### src/rtl/spi_pkg.sv
// Shared definitions for the SPI byte link.
//   spi_tx_state_t : transmitter FSM state
//   SPI_BYTE_BITS  : bits per SPI byte
//   spi_max4       : largest of four ints, used to size phase counters
package spi_pkg;

    typedef enum logic [2:0] {
        IDLE,
        SETUP,
        LOW,
        HIGH,
        WAIT,
        HOLD,
        GAP
    } spi_tx_state_t;

    localparam int SPI_BYTE_BITS = 8;

    function automatic int spi_max4(input int a, input int b, input int c, input int d);
        int m;
        m = a;
        if (b > m) m = b;
        if (c > m) m = c;
        if (d > m) m = d;
        return m;
    endfunction

endpackage

### src/rtl/spi_master_tx.sv
// SPI mode-0 master transmitter. Accepts bytes over valid/ready, frames
// them under chip-select, shifts each byte MSB first on MOSI; the receiver
// samples MOSI on SCLK rising edges.
//
// Parameters
//   CLK_DIV  : SCLK half-period in clk cycles (>= 2)
//   CS_SETUP : cycles CS low before the first SCLK low phase (>= 1)
//   CS_HOLD  : cycles CS stays low after the last SCLK falling edge (>= 1)
//   CS_IDLE  : minimum cycles CS high between frames (>= 1)
// Ports
//   clk_in         : system clock, rising edge
//   rst_in         : synchronous active-high reset
//   byte_valid_in  : source has a byte
//   byte_last_in   : close the frame after this byte
//   byte_data_in   : byte to send
//   byte_ready_out : a byte is taken on this edge when valid is high
//   busy_out       : FSM is not idle
//   spi_sclk_out   : SPI clock, idles low (registered)
//   spi_mosi_out   : SPI data (registered)
//   spi_cs_n_out   : chip select, active-low (registered)
module spi_master_tx
    import spi_pkg::*;
#(
    parameter int CLK_DIV  = 4,
    parameter int CS_SETUP = 2,
    parameter int CS_HOLD  = 2,
    parameter int CS_IDLE  = 2
) (
    input  logic       clk_in,
    input  logic       rst_in,
    input  logic       byte_valid_in,
    input  logic       byte_last_in,
    input  logic [7:0] byte_data_in,
    output logic       byte_ready_out,
    output logic       busy_out,
    output logic       spi_sclk_out,
    output logic       spi_mosi_out,
    output logic       spi_cs_n_out
);

    localparam int DIV_W = $clog2(spi_max4(CLK_DIV, CS_SETUP, CS_HOLD, CS_IDLE));

    // Reload values: each state lasts (load + 1) cycles, counting down to zero.
    localparam logic [DIV_W-1:0] LD_SETUP = DIV_W'(CS_SETUP - 1);
    localparam logic [DIV_W-1:0] LD_PHASE = DIV_W'(CLK_DIV - 1);
    localparam logic [DIV_W-1:0] LD_HOLD  = DIV_W'(CS_HOLD - 1);
    localparam logic [DIV_W-1:0] LD_GAP   = DIV_W'(CS_IDLE - 1);
    localparam logic [DIV_W-1:0] DIV_ONE  = DIV_W'(1);
    localparam logic [2:0]       BIT_TOP  = 3'(SPI_BYTE_BITS - 1);

    spi_tx_state_t            state_q, state_d;
    logic [DIV_W-1:0]         div_q, div_d;
    logic [2:0]               bit_q, bit_d;
    logic [SPI_BYTE_BITS-1:0] shift_q, shift_d;
    logic                     last_q, last_d;
    logic                     load;
    logic                     accept;
    logic                     phase_end;
    logic                     cs_n_d, sclk_d, mosi_d;

    assign phase_end = (div_q == '0);
    assign accept    = byte_valid_in & byte_ready_out;
    assign busy_out  = (state_q != IDLE);

    // Ready in the final HIGH cycle of bit 0 lets the next byte start
    // its LOW phase immediately, keeping bit spacing uniform.
    assign byte_ready_out = ~rst_in & ((state_q == IDLE) || (state_q == WAIT) ||
                            ((state_q == HIGH) && phase_end && (bit_q == 3'd0) && ~last_q));

    always_comb begin
        state_d = state_q;
        div_d   = div_q;
        bit_d   = bit_q;
        shift_d = shift_q;
        last_d  = last_q;
        load    = 1'b0;
        case (state_q)
            IDLE: begin
                if (accept) begin
                    state_d = SETUP;
                    div_d   = LD_SETUP;
                    load    = 1'b1;
                end
            end
            SETUP: begin
                if (phase_end) begin
                    state_d = LOW;
                    div_d   = LD_PHASE;
                end else begin
                    div_d = div_q - DIV_ONE;
                end
            end
            LOW: begin
                if (phase_end) begin
                    state_d = HIGH;
                    div_d   = LD_PHASE;
                end else begin
                    div_d = div_q - DIV_ONE;
                end
            end
            HIGH: begin
                if (phase_end) begin
                    bit_d = bit_q - 3'd1;
                    if (bit_q != 3'd0) begin
                        state_d = LOW;
                        div_d   = LD_PHASE;
                        shift_d = {shift_q[SPI_BYTE_BITS-2:0], 1'b0};
                    end else if (last_q) begin
                        state_d = HOLD;
                        div_d   = LD_HOLD;
                    end else if (accept) begin
                        state_d = LOW;
                        div_d   = LD_PHASE;
                        load    = 1'b1;
                    end else begin
                        state_d = WAIT;
                        div_d   = '0;
                    end
                end else begin
                    div_d = div_q - DIV_ONE;
                end
            end
            WAIT: begin
                if (accept) begin
                    state_d = LOW;
                    div_d   = LD_PHASE;
                    load    = 1'b1;
                end
            end
            HOLD: begin
                if (phase_end) begin
                    state_d = GAP;
                    div_d   = LD_GAP;
                end else begin
                    div_d = div_q - DIV_ONE;
                end
            end
            GAP: begin
                if (phase_end) begin
                    state_d = IDLE;
                    div_d   = '0;
                end else begin
                    div_d = div_q - DIV_ONE;
                end
            end
            default: begin
                state_d = IDLE;
                div_d   = '0;
            end
        endcase
        if (load) begin
            shift_d = byte_data_in;
            last_d  = byte_last_in;
            bit_d   = BIT_TOP;
        end
    end

    // Pins are decoded from the next state so they line up with the
    // state register and still come straight from flops.
    always_comb begin
        cs_n_d = (state_d == IDLE) || (state_d == GAP);
        sclk_d = (state_d == HIGH);
        mosi_d = 1'b0;
        if ((state_d == SETUP) || (state_d == LOW) || (state_d == HIGH) || (state_d == WAIT)) begin
            mosi_d = shift_d[SPI_BYTE_BITS-1];
        end
    end

    // ---- control and pin registers ----
    always_ff @(posedge clk_in) begin
        if (rst_in) begin
            state_q      <= IDLE;
            div_q        <= '0;
            bit_q        <= '0;
            last_q       <= 1'b0;
            spi_cs_n_out <= 1'b1;
            spi_sclk_out <= 1'b0;
            spi_mosi_out <= 1'b0;
        end else begin
            state_q      <= state_d;
            div_q        <= div_d;
            bit_q        <= bit_d;
            last_q       <= last_d;
            spi_cs_n_out <= cs_n_d;
            spi_sclk_out <= sclk_d;
            spi_mosi_out <= mosi_d;
        end
    end

    // ---- data shifter (not reset; only read while a byte is in flight) ----
    always_ff @(posedge clk_in) begin
        shift_q <= shift_d;
    end

endmodule

### config.mk
export PLATFORM = sky130hd
export DESIGN_NAME = spi_master_tx
export DESIGN_NICKNAME = d
export VERILOG_FILES = /design/src/rtl/spi_pkg.sv /design/src/rtl/spi_master_tx.sv
export SDC_FILE = /design/constraint.sdc
export NUM_CORES = 1
export LEC_CHECK = 0
export CAP_MARGIN = 20
export CORE_AREA = 2 2 49 51
export CTS_BUF_LIST = sky130_fd_sc_hd__clkbuf_4 sky130_fd_sc_hd__clkbuf_8 sky130_fd_sc_hd__clkbuf_16
export CTS_CLUSTER_DIAMETER = 120
export DETAILED_ROUTE_END_ITERATION = 10
export DIE_AREA = 0 0 51 53
export DONT_BUFFER_PORTS = 1
export GPL_ROUTABILITY_DRIVEN = 0
export PLACE_DENSITY = 0.79
export SYNTH_ARGS = -nofsm -noshare
export SYNTH_HDL_FRONTEND = slang
export SYNTH_SLANG_ARGS = --single-unit
### constraint.sdc
create_clock -name clk_in -period 1.86 [get_ports clk_in]
set_input_delay 0.279 -clock clk_in [delete_from_list [all_inputs] [get_ports clk_in]]
set_output_delay 0.279 -clock clk_in [all_outputs]
set_load 0.1 [all_outputs]
Word-level counts from Yosys, hierarchy flattened
Index checks and enable logic that the tools add are counted.
{"block": "word_totals", "register_bits": 20, "output_inout_bits": 5, "wordCells": 86}
{"block": "op_classes", "eq_ne": 13, "addsub": 2, "n_reduce_logical": 24, "muxes": 33, "bitwise": 5}
{"operator": "two-way mux 3 bit", "count": 13}
{"operator": "two-way mux 8 bit", "count": 4}
{"operator": "one-hot mux 3 bit (7 select lines)", "count": 1}
{"operator": "two-way mux 2 bit", "count": 9}
{"operator": "equality test 3 bit, second input constant", "count": 5}
{"operator": "equality test 3 x 2 -> 1 bit, second input constant", "count": 4}
{"operator": "one-hot mux 2 bit (6 select lines)", "count": 1}
{"operator": "logical NOT 3 bit", "count": 3}
{"operator": "equality test 3 x 1 -> 1 bit, second input constant", "count": 2}
{"operator": "logical OR 1 bit", "count": 6}
{"operator": "nonzero test 2 bit", "count": 3}
{"operator": "nonzero test 3 bit", "count": 2}
{"operator": "OR reduction 2 bit", "count": 3}
{"operator": "two-way mux 1 bit", "count": 4}
{"operator": "!= test 2 bit, second input constant", "count": 2}
{"operator": "AND reduction 2 bit", "count": 2}
{"operator": "logical AND 1 bit", "count": 3}
{"operator": "inverter 1 bit", "count": 3}
{"operator": "AND reduction 3 bit", "count": 1}
{"operator": "subtractor 3 x 1 -> 3 bit, second input constant", "count": 1}
{"operator": "AND 1 bit", "count": 2}
{"operator": "logical NOT 2 bit", "count": 1}
{"operator": "one-hot mux 1 bit (2 select lines)", "count": 1}
{"operator": "subtractor 2 x 1 -> 2 bit, second input constant", "count": 1}

Logic depth before layout (Yosys ltp)
Gate-level depths: netlist of run 1.
{"block": "logic_depth", "depth_word": 18, "ltp_mapped": 8, "depth_no_buf": 7}

Worst setup path after synthesis of run 1
OpenSTA, ideal clock, no wires.
{"block": "synth_timing", "path_type": "reg-to-output", "start": "register div_q[0]", "end": "output byte_ready_out", "setup_slack_ns": -0.697, "stages_incl_launch_ff": 6, "path_buffers": 0, "t_arrival_ns": 2.278, "required_time_ns": 1.581, "cell_sequence": "dfxtp_1 -> inv_1 -> ha_1 -> nor4bb_1 -> a21oi_1 -> nor2_1"}
{"block": "synth_between", "elab_chain_cells": 6}
{"element": "start: declaration", "line": "spi_master_tx.sv:52", "text": "logic [DIV_W-1:0] div_q, div_d;"}
{"element": "start signal: assignment", "line": "spi_master_tx.sv:181", "text": "div_q <= div_d;"}
{"element": "logical NOT 2 bit", "line": "spi_master_tx.sv:61", "text": "assign phase_end = (div_q == '0);"}
{"element": "logical AND 1 bit (3 in series)", "line": "spi_master_tx.sv:68", "text": "((state_q == HIGH) && phase_end && (bit_q == 3'd0) && ~last_q));"}
{"element": "logical OR 1 bit", "line": "spi_master_tx.sv:67", "text": "assign byte_ready_out = ~rst_in & ((state_q == IDLE) || (state_q == WAIT) ||"}
{"element": "AND 1 bit", "line": "spi_master_tx.sv:67"}
{"element": "end: declaration", "line": "spi_master_tx.sv:34", "text": "output logic byte_ready_out,"}
No other way between the ends.

Worst setup path in the final report of run 1
{"block": "layout_timing", "start": "register bit_q[1]", "end": "output byte_ready_out"}
{"block": "layout_between", "elab_chain_cells": 5}
{"element": "start: declaration", "line": "spi_master_tx.sv:53", "text": "logic [2:0] bit_q, bit_d;"}
{"element": "start signal: assignment", "line": "spi_master_tx.sv:182", "text": "bit_q <= bit_d;"}
{"element": "logical NOT 3 bit", "line": "spi_master_tx.sv:68"}
{"element": "logical AND 1 bit (2 in series)", "line": "spi_master_tx.sv:68"}
{"element": "logical OR 1 bit", "line": "spi_master_tx.sv:67"}
{"element": "AND 1 bit", "line": "spi_master_tx.sv:67"}
No other way between the ends.

==> results of run 1 <==
[flip-flops by register name (all words and copies together), names as in the netlist]
| name | flops |
|---|---|
| spi_sclk_out | 1 |
| last_q | 1 |
| spi_cs_n_out | 1 |
| state_q | 3 |
| spi_mosi_out | 1 |
| shift_q | 8 |
| div_q | 2 |
| bit_q | 3 |
[area by class of cell]
class | count | area [sq um] | share of cell area
tap | 28 | 35.03 | 0.02343
sequential | 20 | 476.7 | 0.3188
inverter | 9 | 33.78 | 0.02259
clock buffer | 4 | 36.28 | 0.02427
multi-input combinational | 84 | 714.4 | 0.4778
timing repair buffer | 24 | 198.9 | 0.1331
[layer usage]
metal / global-route usage / up-vias
met1: 0.2616 / 472
met3: 0.06497 / 9
met2: 0.3203 / 39
li1: - / 475
met4: 0.05405 / 0
met5: 0 / -
[placed cells by master, fill, tap and decap left out, drive strengths merged, types with 2 or more instances in the layout]
cell type / Yosys / final
ha: 5 / 5
nand2: 5 / 5
nor2: 10 / 10
buf: 4 / 23
and2b: 2 / 2
nand3: 3 / 3
a22o: 6 / 6
edfxtp: 7 / 7
a211oi: 2 / 2
o31ai: 2 / 2
o21ai: 9 / 9
clkbuf: 1 / 4
nor2b: 3 / 3
and2: 2 / 2
nand2b: 3 / 3
dfxtp: 13 / 13
inv: 9 / 9
a21oi: 11 / 11
o22ai: 2 / 2
[worst max-delay path by stage]
| stage | startpoint | end | slack, ns | cells after the start |
|---|---|---|---|---|
| CTS | div_q[0]$_SDFFE_PP0P_ | byte_ready_out | -0.02 | 6 |
| finish | bit_q[1]$_SDFFE_PP0P_ | byte_ready_out | -0.06 | 6 |
| global placement | bit_q[0]$_SDFFE_PP0P_ | spi_cs_n_out$_SDFF_PP1_ | 0.07 | 7 |
| global route | bit_q[1]$_SDFFE_PP0P_ | byte_ready_out | -0.14 | 6 |
| floorplan | div_q[0]$_SDFFE_PP0P_ | shift_q[0]$_DFFE_PP_ | -0.008 | 6 |
| detailed placement | div_q[0]$_SDFFE_PP0P_ | byte_ready_out | -0.04 | 7 |
[logic make-up after synthesis]
group	after synthesis
AOI/OAI and AO/OA	41
and+or+nand+nor	34
DFF	20
buffers and inverters	14
adders and majority gates	5
xor gates and xnor gates	2
muxes	2
[power groups by stage]
| stage | Clock [mW] | Sequential, mW | Combinational [mW] |
|---|---|---|---|
| after floorplan | 0 | 0.850 | 0.982 |
| after global placement | 0 | 0.706 | 1.46 |
| after detailed placement | 0 | 0.715 | 1.50 |
| after CTS | 0.257 | 0.716 | 1.60 |
| after global routing | 0.274 | 0.757 | 2.02 |
| final | 0.252 | 0.741 | 1.88 |
[critical path, cell delays in order, from the launching register on]
cell      delay [ns]
dfxtp_2         0.34
inv_2           0.07
ha_4            0.13
nor4bb_4        0.36
a21oi_2         0.14
nor2_4          0.11
buf_12          0.18
[repair_timing]
action | 4_1_cts | 5_1_grt
setup endpoints to repair | 8 | 11
pin swaps | 4 | 6
gates resized for setup | 11 | 19
endpoints found under the hold margin | 0 | 1
hold buffers | 0 | 1
buffers inserted | 3 | 3
==> out/qor.yml, run 1 <==
logic_synthesis:
  async_flop_share: 0
  ys_warn_count: 0
  synth-simple-area-share: 0.1805
  synth_commonest_cells: "dfxtp_1, a21oi_1, inv_1, nor2_1"
  avgSynthCellArea_sq_um: 9.575
  synth_area_leaders: "dfxtp_1, edfxtp_1, ha_1, a21oi_1, a22o_1"
  synthCells: 118
  synth_compound_area_frac: 0.2514
  synth_top_family_by_area: "compound AO/OA/AOI/OAI gates"
  synthAdderAreaFrac: 0.05537
  synth-seq-cells: 20
  muxShareOfSynthArea: 0.01883
  synth.most_common_cell: "dfxtp_1"
  synthXorXnorAreaFrac: 0.01550
  synth_area_sq_um: 1130
  synth_top_cell_area_share: 0.2303
  synth_nets: 135
  synth_edf_count: 7
  synth_area_leader_cell: "dfxtp_1"
  synth_seq_area_share: 0.4164
  synth_ff_type: "dfxtp_1"
  synth.distinct_cells: 46
layout:
  nNetsFinal: 159
  stdcell_count: 169
  final_util: 0.6960
  syn2layout_area_growth_pct: 32.34
  layout-drive-gt1-share: 0.4255
  antenna_cells: 0
  post-route-cell-area_sq_um: 1495
  n_fill_cell: 162
sta:
  layout_min_cycle_time_ns: 1.916
  fin_hold_ws_ns: 0.02411
  hold_viol: 0
  slew_headroom: 0.7311
  period_share: 1.030
  skew_ns: 0.001112
  timing.fmax_mhz: 521.9
  finalWorstSetupSlack_ns: -0.05591
  setup_viol: 1
  maxSlewViolCount: 0
  tightest_slew_ns: 0.4015
  fin_tns_setup_ns: -0.05591
  rsz0062_at_grt: "true"
power_and_ir_drop:
  pwr-share-comb: 0.654
  total_leakage_power_nw: 0.5878
  switchingPower_mw: 1.365
  powerDensity_nw_per_um2: 1921
  internal_power_mw: 1.507
  ir_drop_mv: 1.972
  p_seq_frac: 0.258
  total_power_mw: 2.872
  swShare: 0.4752
  p_clk_frac: 0.088
placement:
  placed_cell_area_sq_um: 1284
  dpl.hpwl_mm: 1.690
  dpl_worst_slack_ns: -0.03564
  io_buffers: 0
  dp.cells: 159
critical_path:
  critical_path_class: "register to primary output"
  rr_endpoint: "shift_q[7]$_DFF_P_"
  critical_path_arrival_ns: 1.64
  endpoint_kind: "primary output"
  reg2reg_depth: 8
  cp_max_fo: 2
  cp.required_ns: 1.58
  start_kind: "register"
  reg2reg_from: "bit_q[1]$_SDFFE_PP0P_"
  reg2reg_slack_ns: 0.04
run:
  cap_violations: 0
worst_hold_path:
  hold_path_depth: 1
  hold_path.startpoint: "rst_in"
  hold_class: "primary input to register"
  min_to: "div_q[0]$_SDFFE_PP0P_"
route:
  drt-initial-drc-count: 36
  met3_length_um: 208
  ant_nets: 0
  met2WireLength_mm: 1.476
  met1_length_mm: 1.130
  top_layer_used: "met4"
  routed_wl_mm: 2.854
  dr.pass1.iters: 4
  drc: 0
  vias: 995
  wl_per_cell_um: 16.89
  routed_via_density: 5.888
die:
  coreArea_sq_um: 2148
  start_util: 0.5259
  die_y_um: 53
  boundaryPins: 17
  die_area_sq_um: 2703
  die_w_um: 51
  rows: 17
clock_network:
  path_clk_slew_ns: 0.11
  cts.root.buffer_cell: "clkbuf_4"
  clk_path_buf_depth: 2
  cts_tree: "done"
  cts_buffers: 3
  clk-insertion-delay-late_ns: 0.30
  clock_sinks: 20
  cts_max_level: 1
run_status:
  violations: "setup timing"
  status: "complete, but fails checks"
global_routing:
  grt_antenna_before_repair: 0
  grt_pass1_wl_mm: 4.022
  grt_pass1_vias: 894
  overflow: 0
  grt_use_total: 0.2010
  grt_max_degree: 12
No activity file was read; power rests on OpenSTA's default activity.
==> run 2: changes to the inputs <==
Settings changed: HOLD_SLACK_MARGIN set to 0.02.
==> run 2 against run 1 <==
  * The flow still finishes with violations (setup timing)
  * Wire length decreased by 4.5%
  * Setup slack improved by 0.0011 ns
  * Critical path depth unchanged
  * Power decreased by 0.25%
  * Register-to-register slack about the same
  * Largest cell class unchanged
==> out/qor.yml, run 2 (same netlist as run 1, synthesis figures left out) <==
critical_path:
  cp.required_ns: 1.58  # about the same
  endpoint_kind: "primary output"
  cp_max_fo: 2  # unchanged
  cp-startpoint: "bit_q[1]$_SDFFE_PP0P_"
  critical_path_class: "register to primary output"
  critPathMaxStageDelay_ns: 0.36  # about the same
  reg2reg_from: "bit_q[1]$_SDFFE_PP0P_"
  worstPathCellList: "inv_2, ha_4, nor4bb_4, a21oi_2, nor2_4, buf_12"
  crit_slowest_cell: "nor4bb_4"
  start_kind: "register"
  critical_path_arrival_ns: 1.64  # about the same
global_routing:
  overflow: 0  # unchanged
  grt_antenna_before_repair: 0  # unchanged
  grt_use_total: 0.2022  # +0.001218
  grt_max_degree: 12  # unchanged
  grt_pass1_vias: 895  # +0.11%
  grt_pass1_wl_mm: 4.043  # +0.52%
clock_network:
  clk-insertion-delay-late_ns: 0.30  # about the same
  cts_max_level: 1  # unchanged
  clock_sinks: 20  # unchanged
  cts.root.buffer_cell: "clkbuf_4"
  cts_buffers: 3  # unchanged
  cts_tree: "done"
  path_clk_slew_ns: 0.11  # about the same
  clk_path_buf_depth: 2  # unchanged
die:
  die_area_sq_um: 2703  # unchanged
  start_util: 0.5259  # unchanged
  coreArea_sq_um: 2148  # unchanged
  die_y_um: 53  # unchanged
  rows: 17  # unchanged
  boundaryPins: 17  # unchanged
  die_w_um: 51  # unchanged
sta:
  period_share: 1.029  # about the same
  finalWorstSetupSlack_ns: -0.05480  # +0.001114 ns
  fin_hold_ws_ns: 0.07220  # +0.04808 ns
  timing.fmax_mhz: 522.2  # about the same
  layout_min_cycle_time_ns: 1.915  # -0.001114 ns
  skew_ns: 0.001378  # +0.0002664 ns
  setup_viol: 1  # unchanged
  hold_viol: 0  # unchanged
  tightest_slew_ns: 0.3840  # -0.01752 ns
  rsz0062_at_grt: "true"
  maxSlewViolCount: 0  # unchanged
  slew_headroom: 0.7428  # +0.01173
route:
  routed_via_density: 5.876  # -0.19%
  dr.pass1.iters: 4  # unchanged
  ant_nets: 0  # unchanged
  drc: 0  # unchanged
  drt-initial-drc-count: 34  # -5.6%
  vias: 999  # +0.40%
  routed_wl_mm: 2.725  # -4.5%
  wl_per_cell_um: 16.03  # -5.1%
power_and_ir_drop:
  total_leakage_power_nw: 0.5920  # +0.71%
  ir_drop_mv: 1.969  # -0.15%
  powerDensity_nw_per_um2: 1903  # -0.92%
layout:
  stdcell_count: 170  # +0.59%
  layout_common_cells: "buf_4, a21oi_1, dfxtp_1"
  final_util: 0.7006  # +0.004660
  layout-drive-gt1-share: 0.4225  # -0.002997
  reg.largest.list: "shift_q x8, bit_q x3, state_q x3"
  antenna_cells: 0  # unchanged
  mostFrequentLayoutCell: "buf_4"
  largest_reg_flops: 8  # unchanged
  nNetsFinal: 160  # +0.63%
  top_register: "shift_q"
  syn2layout_area_growth_pct: 33.22
worst_hold_path:
  hold_class: "primary input to register"
  hold_path.startpoint: "rst_in"
placement:
  dpl_worst_slack_ns: -0.03564  # unchanged
  io_buffers: 0  # unchanged
  dp.cells: 159  # unchanged
  dpl.hpwl_mm: 1.690  # unchanged
run_status:
  status: "complete, but fails checks"
  violations: "setup timing"
run:
  cap_violations: 0  # unchanged
-- run 2: critical path: cells and delay by family, from the launching register on --
| family | cells | cell delay (ns) |
|---|---|---|
| adders and majority gates | 1 | 0.14 |
| and+or+nand+nor | 2 | 0.47 |
| DFF | 1 | 0.34 |
| AOI/OAI and AO/OA | 1 | 0.14 |
| buffers and inverters | 2 | 0.25 |
-- run 2: power breakdown --
| group | internal [mW] | switching (mW) |
|---|---|---|
| logic | 0.776 | 1.10 |
| clock network | 0.119 | 0.129 |
| registers | 0.613 | 0.128 |
| total | 1.51 | 1.36 |
-- run 2: repair_timing --
action	in CTS	in global routing
setup buffers	3	3
gates resized for setup	11	19
endpoints found under the setup margin	8	11
pin swaps	4	6
hold buffers	1	1
endpoints found under the hold margin	2	1
-- run 2: metrics by stage --
step / instance area [sq um] / power [mW] / setup TNS (ns)
after floorplan: 1137 / 1.832 / -0.05392
after global placement: 1284 / 2.166 / 0
after detailed placement: 1284 / 2.214 / -0.04844
after CTS: 1381 / 2.577 / -0.02112
after global routing: 1505 / 3.048 / -0.1560
final: 1505 / 2.865 / -0.05480
-- run 2: cell type report --
| class | instances | area (sq um) |
|---|---|---|
| clock buffer | 4 | 36.28 |
| fill | 162 | 643.1 |
| inverter | 9 | 33.78 |
| multi-input combinational | 84 | 714.4 |
| sequential | 20 | 476.7 |
| tap | 28 | 35.03 |
| timing repair buffer | 25 | 209.0 |
-- run 2: worst paths after layout --
check	slack, ns	cells past startpoint	endpoint
setup / recovery	-0.05	6	byte_ready_out
hold reg to reg	0.55	2	bit_q[1]$_SDFFE_PP0P_
setup reg to reg	0.04	8	spi_mosi_out$_SDFF_PP0_
hold / removal	0.07	1	bit_q[1]$_SDFFE_PP0P_
-- run 2: routing by layer --
metal	track usage	wire length, um	vias up
li1	-	-	479
met1	0.2616	1133	481
met2	0.3247	1409	33
met3	0.06497	142	6
met4	0.05405	39	0
met5	0	0	-
==> run 3: changes to the inputs <==
Settings changed: SLEW_MARGIN set to 10.
==> results of run 3 <==
No change in the layout: final DEF, timing and power equal those of run 2.
